==> src/rtl/riscv_fetch_queue.sv <==
// riscv_fetch_queue
//   Decoupled fetch stage. Owns the fetch PC and issues one sync-read request
//   per cycle to imem/icache. Each returned word is buffered with its PC in a
//   DEPTH-entry FIFO and handed to decode over a valid/ready handshake.
//   A redirect flushes the FIFO and kills the response of the request issued
//   in the previous cycle.
//
//   Build option: define FETCH_BYPASS_EN to forward a live response straight
//   to decode when the FIFO is empty. Left undefined, out_valid comes from
//   registered state only.
//
// Ports
//   clk, rst       clock, synchronous active-high reset
//   stall          global memory stall, freezes every register
//   redirect       take redirect_pc this cycle
//   redirect_pc    redirect target (bits [1:0] ignored)
//   icache_addr    fetch address (combinational)
//   icache_re      fetch request (combinational)
//   instruction    imem data, valid one cycle after an accepted request
//   out_valid      instruction valid towards decode
//   out_ready      decode accepts
//   out_inst       instruction (NOP_INST when out_valid is low)
//   out_pc         PC of out_inst
//   out_pc_plus4   out_pc + 4, wrapping at 2^PC_WIDTH
//   level          FIFO occupancy
module riscv_fetch_queue #(
  parameter int                  PC_WIDTH = 14,
  parameter int                  DEPTH    = 4,
  parameter logic [PC_WIDTH-1:0] RESET_PC = '0,
  parameter logic [31:0]         NOP_INST = 32'h0000_0013,
  localparam int                 AW       = $clog2(DEPTH),
  localparam int                 LW       = AW + 1
) (
  input  logic                clk,
  input  logic                rst,
  input  logic                stall,
  input  logic                redirect,
  input  logic [PC_WIDTH-1:0] redirect_pc,
  output logic [PC_WIDTH-1:0] icache_addr,
  output logic                icache_re,
  input  logic [31:0]         instruction,
  output logic                out_valid,
  input  logic                out_ready,
  output logic [31:0]         out_inst,
  output logic [PC_WIDTH-1:0] out_pc,
  output logic [PC_WIDTH-1:0] out_pc_plus4,
  output logic [LW-1:0]       level
);

  logic [PC_WIDTH-1:0] fetch_pc;
  logic [PC_WIDTH-1:0] inflight_pc;
  logic                inflight;
  logic [31:0]         q_inst [DEPTH];
  logic [PC_WIDTH-1:0] q_pc   [DEPTH];
  logic [AW-1:0]       head;
  logic [AW-1:0]       tail;
  logic [LW-1:0]       level_q;

  logic                active;
  logic [PC_WIDTH-1:0] target_pc;
  logic [LW-1:0]       credit_level;
  logic [LW:0]         credit_sum;
  logic                resp_live;
  logic                fifo_empty;
  logic                bypass_hit;
  logic                handshake;
  logic                enq;
  logic                deq;
  logic                unused_pc_lsbs;

  assign active         = !rst && !stall;
  assign target_pc      = {redirect_pc[PC_WIDTH-1:2], 2'b00};
  assign unused_pc_lsbs = ^redirect_pc[1:0];

  // Credit counts the FIFO as empty in a redirect cycle because the flush
  // lands on the same edge. The in-flight request is still counted even
  // though it is about to be killed; this keeps the rule conservative.
  assign credit_level = redirect ? '0 : level_q;
  assign credit_sum   = {1'b0, credit_level} + {{LW{1'b0}}, inflight};

  assign icache_re   = active && (credit_sum < (LW+1)'(DEPTH));
  assign icache_addr = redirect ? target_pc : fetch_pc;

  // A response is live on the cycle after issue unless a redirect kills it.
  assign resp_live  = active && inflight && !redirect;
  assign fifo_empty = (level_q == '0);

`ifdef FETCH_BYPASS_EN
  assign bypass_hit = resp_live && fifo_empty;
`else
  assign bypass_hit = 1'b0;
`endif

  assign out_valid    = !fifo_empty || bypass_hit;
  assign out_inst     = bypass_hit  ? instruction :
                        !fifo_empty ? q_inst[head] : NOP_INST;
  assign out_pc       = bypass_hit ? inflight_pc : q_pc[head];
  assign out_pc_plus4 = out_pc + PC_WIDTH'(4);
  assign level        = level_q;

  // Handshakes are ignored while stalled and in a redirect cycle.
  assign handshake = active && !redirect && out_valid && out_ready;

  // A bypassed word that decode takes never touches the FIFO.
  assign deq = handshake && !bypass_hit;
  assign enq = resp_live && !(bypass_hit && handshake);

  always_ff @(posedge clk) begin
    if (rst) begin
      fetch_pc    <= RESET_PC;
      inflight_pc <= RESET_PC;
      inflight    <= 1'b0;
      head        <= '0;
      tail        <= '0;
      level_q     <= '0;
    end else if (!stall) begin
      inflight <= icache_re;
      if (icache_re) begin
        inflight_pc <= icache_addr;
        fetch_pc    <= icache_addr + PC_WIDTH'(4);
      end else if (redirect) begin
        fetch_pc <= target_pc;
      end

      if (redirect) begin
        head    <= tail;
        level_q <= '0;
      end else begin
        if (enq) tail <= tail + AW'(1);
        if (deq) head <= head + AW'(1);
        level_q <= level_q + LW'(enq) - LW'(deq);
      end
    end
  end

  // Storage needs no reset: nothing is read until level_q says it was written.
  always_ff @(posedge clk) begin
    if (enq) begin
      q_inst[tail] <= instruction;
      q_pc[tail]   <= inflight_pc;
    end
  end

  a_no_overflow: assert property (@(posedge clk) disable iff (rst)
    !(enq && !redirect && level_q == LW'(DEPTH)));

  a_no_underflow: assert property (@(posedge clk) disable iff (rst)
    !(deq && fifo_empty));

endmodule

==> config.mk <==
export PLATFORM = sky130hd
export DESIGN_NAME = riscv_fetch_queue
export DESIGN_NICKNAME = d
export VERILOG_FILES = /design/src/rtl/riscv_fetch_queue.sv
export SDC_FILE = /design/constraint.sdc
export NUM_CORES = 1
export LEC_CHECK = 0
export ABC_AREA = 0
export CORE_MARGIN = 1.5
export CORE_UTILIZATION = 25
export CTS_CLUSTER_DIAMETER = 80
export CTS_CLUSTER_SIZE = 8
export DETAILED_ROUTE_END_ITERATION = 8
export PLACE_DENSITY = 0.43
export SLEW_MARGIN = 0
export SYNTH_ARGS = -nofsm -noshare
export SYNTH_HDL_FRONTEND = slang
export SYNTH_SLANG_ARGS = --single-unit
==> constraint.sdc <==
create_clock -name clk -period 8.3 [get_ports clk]
set_input_delay 2.49 -clock clk [delete_from_list [all_inputs] [get_ports clk]]
set_output_delay 2.49 -clock clk [all_outputs]
set_load 0.03 [all_outputs]
==> results of run 1 <==
[layer usage]
metal	wire length [µm]	share of wire (%)	vias up	track usage, %
met5	0	0	-	0
met4	360	1.7	0	2.98
met3	1220	5.6	31	2.68
met2	10600	49	128	20.1
met1	9410	44	2566	14.3
li1	-	-	2375	-
[power by group through the flow]
stage	combinational [W]	sequential, W	clock (W)
after floorplan	0.0000655	0.00125	0
after global placement	0.000123	0.00125	0
after detailed placement	0.000125	0.00125	0
after CTS	0.000126	0.00123	0.00119
after global routing	0.000134	0.00123	0.00123
final	0.000124	0.00123	0.00115
[cells by family after synthesis]
family                   synth area share [%]
flip-flops                               69.0
adder cells (fa/ha/maj)                  1.32
multiplexers                             13.2
AND/OR/NAND/NOR                          8.35
XOR/XNOR                                 1.83
AO/OA/AOI/OAI                            3.61
buffers and inverters                    2.71
[through the flow]
step	worst slack, ns	area [µm²]	total power (W)
finish	1.38	11800	0.00250
global route	1.27	11800	0.00260
CTS	1.38	11800	0.00255
detailed placement	1.40	10900	0.00138
global placement	1.37	10900	0.00137
floorplan	2.38	9110	0.00131
[final timing paths]
kind,startpoint,to,slack [ns],cells after the start
setup / recovery,redirect,icache_addr[11],1.38,5
hold reg to reg,fetch_pc[1],fetch_pc[1],0.46,1
hold / removal,fetch_pc[1],fetch_pc[1],0.46,1
setup reg to reg,level[1],level[2],5.63,12
[critical path: stages]
cell	delay (ns)
clkdlybuf4s50_1	0.47
buf_4	0.28
mux2i_1	0.48
inv_1	0.10
clkdlybuf4s50_1	0.61
[cells in the mapped netlist (all sizes together) (5+ instances only)]
cell type / n / area share [%]
edfxtp: 184 / 61
mux4: 46 / 12
dfxtp: 38 / 8.3
and2: 37 / 2.6
nand2: 25 / 1.1
nor2: 22 / 0.93
inv: 21 / 0.87
o21ai: 18 / 1.1
buf: 17 / 1.3
xnor2: 17 / 1.6
nand3: 15 / 0.93
mux2i: 14 / 1.5
clkbuf: 12 / 0.49
a21oi: 11 / 0.60
and3: 9 / 0.84
ha: 8 / 1.1
a211oi: 5 / 0.47
nor3: 5 / 0.27
nor4: 5 / 0.65
[cell type report]
| cell class | instances | area [µm²] | area share (%) |
|---|---|---|---|
| clock buffer | 57 | 883 | 7.50 |
| clock inverter | 1 | 8.76 | 0.0744 |
| tap | 461 | 577 | 4.90 |
| timing repair buffer | 138 | 1350 | 11.5 |
| inverter | 21 | 78.8 | 0.669 |
| multi-input combinational | 270 | 2580 | 21.9 |
| sequential | 222 | 6290 | 53.4 |
[sequential cells by signal, summed over array words and instances (netlist names), named ones only]
name / count
tail: 2
q_pc: 56
fetch_pc: 14
head: 2
inflight: 1
inflight_pc: 14
level: 3
q_inst: 128
==> results.py, run 1 <==
metrics = {
    "placement": {
        "gp_congestion": 0.800,
        "hpwl_um": 13600,
        "port_buffers": 127,
        "dp.cells": 1112,
    },
    "logic_synthesis": {
        "synthesis.nets": 602,
        "synth_area_um2": 9110,
        "synth-edff-count": 184,
        "yosysWarnings": 0,
        "syn_avg_cell_area_um2": 16.8,
        "netlist_instances": 542,
        "async_flop_share_pct": 0,
        "yosysSeqAreaShare_pct": 69.0,
        "ys_ff_latch": 222,
        "ys.flop_type": "edfxtp_1",
        "synth_cell_types": 54,
    },
    "sta": {
        "setup-violations-final": 0,
        "rsz0062_at_grt": "no",
        "worstMarginPinSlew_ns": 1.10,
        "finalMaxSlewViolations": 0,
        "min_period_ns": 6.92,
        "fmax_ghz": 0.144,
        "fin_crit_sh_pct": 83.4,
        "clock_skew_ns": 0.0192,
        "whs_ns": 0.458,
        "setup_tns_ns": 0,
        "hold_viol_final": 0,
        "max_slew_margin_pct": 26.8,
    },
    "pwr": {
        "switching_power_w": 0.000524,
        "peakVddDrop_uv": 139,
        "intPower_w": 0.00198,
        "p_leak_nw": 3.85,
        "p_sw_share_pct": 20.9,
        "power_density_nw_per_um2": 213,
        "p_seq_share_pct": 49.1,
        "combPwrFrac_pct": 5.0,
        "clock_power_share_pct": 46.0,
    },
    "clocking": {
        "htreeDepth": 1,
        "numCtsBuffers": 31,
        "clock_latency_ns": 0.55,
        "cts_tree": "yes",
        "ctsResizeCount": 0,
        "cts_root_buffer": "clkbuf_16",
        "holdBufCountCts": 0,
        "cts_sinks": 222,
        "cts.clk_slew.worst_paths_ns": 0.05,
        "postCtsSetupBuffers": 0,
        "cts-root-to-sink-buffers": 3,
    },
    "setup_path": {
        "cp-end-kind": "output port",
        "crit_arrival_ns": 4.43,
        "required_ns": 5.81,
        "crit_fanout": 23,
        "setup.worst_path.class": "in -> out",
        "crit_path_start_kind": "input port",
    },
    "status": {
        "run_status": "finished, violations left",
        "violations": "DRC",
    },
    "die": {
        "die_w_um": 194,
        "rows": 69,
        "initial_core_util_pct": 25.5,
        "die-area_um2": 37600,
        "pin_count": 130,
        "core_area_um2": 35700,
        "die_y_um": 194,
    },
    "finish": {
        "fillCellCount": 3500,
        "diodes": 0,
        "layout_common_cells": "edfxtp_1 (184), clkdlybuf4s50_1 (127), mux4_2 (42), dfxtp_1 (36), and2_1 (32)",
        "utilization_pct": 32.9,
        "final_common_cell": "edfxtp_1",
        "nets": 744,
        "layout.cells.non_filler": 1170,
        "area_delta_synth_final_pct": 29.3,
        "drive_gt1_share_pct": 16.1,
    },
    "routing": {
        "vias": 5100,
        "firstDrtPassIters": 6,
        "wl_per_cell_um": 18.4,
        "avgViaCountPerCell": 4.36,
        "drtIter0Drc": 172,
        "drc_errors": 7,
        "drtAntennaViolNets": 0,
        "drt_wl_total_um": 21600,
    },
    "global_route": {
        "grt_usage_pct": 11.5,
        "grt_max_degree": 32,
        "antenna_found_initial": 0,
        "grt_overflow_total": 0,
        "grt_pass1_vias": 5699,
        "grt_pass1_wl_um": 33400,
    },
    "run": {
        "cap_violations": 0,
    },
    "min_path": {
        "hold_path.class": "reg -> reg",
    },
}
Power figures use the tool's default switching activity.
==> run 2: changes to the inputs <==
==> constraint.sdc (replaced) <==
create_clock -name clk -period 6.9 [get_ports clk]
set_input_delay 2.07 -clock clk [delete_from_list [all_inputs] [get_ports clk]]
set_output_delay 2.07 -clock clk [all_outputs]
set_load 0.03 [all_outputs]
==> results.py, run 2 (same netlist as run 1, synthesis figures left out) <==
metrics = {
    "routing": {
        "wl_per_cell_um": 18.2,
        "drc_errors": 7,
        "drtIter0Drc": 190,
        "drtAntennaViolNets": 0,
        "vias": 5151,
        "avgViaCountPerCell": 4.41,
        "firstDrtPassIters": 6,
        "drt_wl_total_um": 21200,
    },
    "finish": {
        "layout_common_cells": "edfxtp_1 (184), clkdlybuf4s50_1 (127), mux4_2 (42), dfxtp_1 (36), and2_1 (32)",
        "final_cell_area_um2": 11800,
        "largest_register_ffs": 128,
        "nets": 744,
        "reg.largest.list": "q_inst x128, q_pc x56",
        "diodes": 0,
        "final_common_cell": "edfxtp_1",
        "drive_gt1_share_pct": 16.0,
        "largest-register": "q_inst",
        "utilization_pct": 32.9,
        "area_delta_synth_final_pct": 29.1,
    },
    "die": {
        "pin_count": 130,
        "initial_core_util_pct": 25.5,
        "die_y_um": 194,
        "rows": 69,
        "core_area_um2": 35700,
        "die_w_um": 194,
        "die-area_um2": 37600,
    },
    "sta": {
        "fin_crit_sh_pct": 89.7,
        "hold_viol_final": 0,
        "fmax_ghz": 0.162,
        "finalMaxSlewViolations": 0,
        "min_period_ns": 6.19,
        "setup-violations-final": 0,
        "timing.final.ws_setup_ns": 0.710,
        "rsz0062_at_grt": "no",
        "worstMarginPinSlew_ns": 1.17,
        "max_slew_margin_pct": 22.1,
        "clock_skew_ns": 0.00784,
        "setup_tns_ns": 0,
    },
    "run": {
        "cap_violations": 0,
    },
    "setup_path": {
        "cp-startpoint": "redirect",
        "required_ns": 4.83,
        "crit_cells": 5,
        "crit_arrival_ns": 4.12,
        "critPathBufInv": 4,
        "critPathSlowestCell": "clkdlybuf4s50_1",
        "setup.worst_path.class": "in -> out",
        "cp_common_cell": "clkdlybuf4s50_1",
        "r2r_start": "level[1]",
        "regToRegEndpoint": "level[2]",
        "r2r_slack_ns": 4.23,
        "crit_path_start_kind": "input port",
        "cpPeakStageDelay_ns": 0.61,
        "crit_family": "buffers and inverters",
        "path_cells": "clkdlybuf4s50_1 > buf_4 > mux2i_1 > inv_1 > clkdlybuf4s50_1",
        "cp-end-kind": "output port",
        "crit_fanout": 39,
        "rr_worst_depth": 12,
    },
    "clocking": {
        "cts.clk_slew.worst_paths_ns": 0.05,
        "clock_latency_ns": 0.53,
        "holdBufCountCts": 0,
        "numCtsBuffers": 31,
        "cts-root-to-sink-buffers": 3,
        "postCtsSetupBuffers": 0,
        "ctsResizeCount": 0,
        "cts_root_buffer": "clkbuf_16",
        "htreeDepth": 1,
        "cts_sinks": 222,
        "cts_tree": "yes",
    },
    "placement": {
        "place_area_um2": 10900,
        "gp_congestion": 0.834,
        "port_buffers": 127,
        "dp_slack_ns": 0.681,
        "hpwl_um": 13000,
    },
    "pwr": {
        "power_density_nw_per_um2": 255,
        "peakVddDrop_uv": 166,
        "p_leak_nw": 3.84,
    },
    "status": {
        "run_status": "finished, violations left",
        "violations": "DRC",
    },
    "global_route": {
        "grt_pass1_wl_um": 32900,
        "grt_overflow_total": 0,
        "grt_max_degree": 47,
        "antenna_found_initial": 0,
        "grt_pass1_vias": 5621,
        "grt_usage_pct": 11.4,
    },
    "min_path": {
        "hold-path-cell-count": 1,
        "hold_end": "fetch_pc[1]",
        "hold_path.class": "reg -> reg",
        "min-delay-start": "fetch_pc[1]",
    },
}
[run 2: changes by cell type in the layout (fill, tap and decap cells not counted), sizes merged]
cell | before | now
clkbuf | 57 | 56
inv | 22 | 21
[run 2: area by class of cell]
class                   count  area (µm²)
fillers                  3508       24000
flip-flops and latches    222        6290
multi-input cells         270        2580
repair buffers            138        1350
clock buffers              56         880
well taps                 461         577
inverters                  21        78.8
[run 2: power by group]
group / total, W / leakage, nW / switching [W] / internal [W]
registers: 0.00148 / 1.97 / 0.0000119 / 0.00147
clock network: 0.00137 / 0.418 / 0.000527 / 0.000842
logic: 0.000148 / 1.46 / 0.0000808 / 0.0000669
[run 2: metal layers]
layer | up-vias | global-route usage (%) | wire, µm | share of wire [%]
li1 | 2374 | - | - | -
met5 | - | 0 | 0 | 0
met4 | 0 | 3.01 | 376 | 1.8
met1 | 2607 | 13.9 | 9150 | 43
met3 | 35 | 3.04 | 1350 | 6.3
met2 | 135 | 19.8 | 10400 | 49
[run 2: how the worst max path moves through the flow]
stage,endpoint,slack [ns]
2_1_floorplan,icache_addr[12],1.82
3_3_place_gp,icache_re,0.68
3_5_place_dp,icache_re,0.68
4_1_cts,icache_re,0.67
5_1_grt,icache_addr[11],0.52
6_report,icache_addr[11],0.71
[run 2: worst reg2reg max path: cells and delay by family, from the launching register on]
family / cells / cell delay [ns]
AO/OA/AOI/OAI: 3 / 0.61
XOR/XNOR: 1 / 0.15
adder cells (fa/ha/maj): 3 / 0.83
buffers and inverters: 2 / 0.11
flip-flops: 1 / 0.39
AND/OR/NAND/NOR: 3 / 0.52
[run 2: stage by stage]
step	instances	power [W]	hold slack [ns]
3_5_place_dp	1112	0.00165	0.439
2_1_floorplan	542	0.00158	0.421
6_report	1168	0.00299	0.452
4_1_cts	1168	0.00305	0.451
5_1_grt	1168	0.00312	0.467
3_3_place_gp	1112	0.00165	0.438
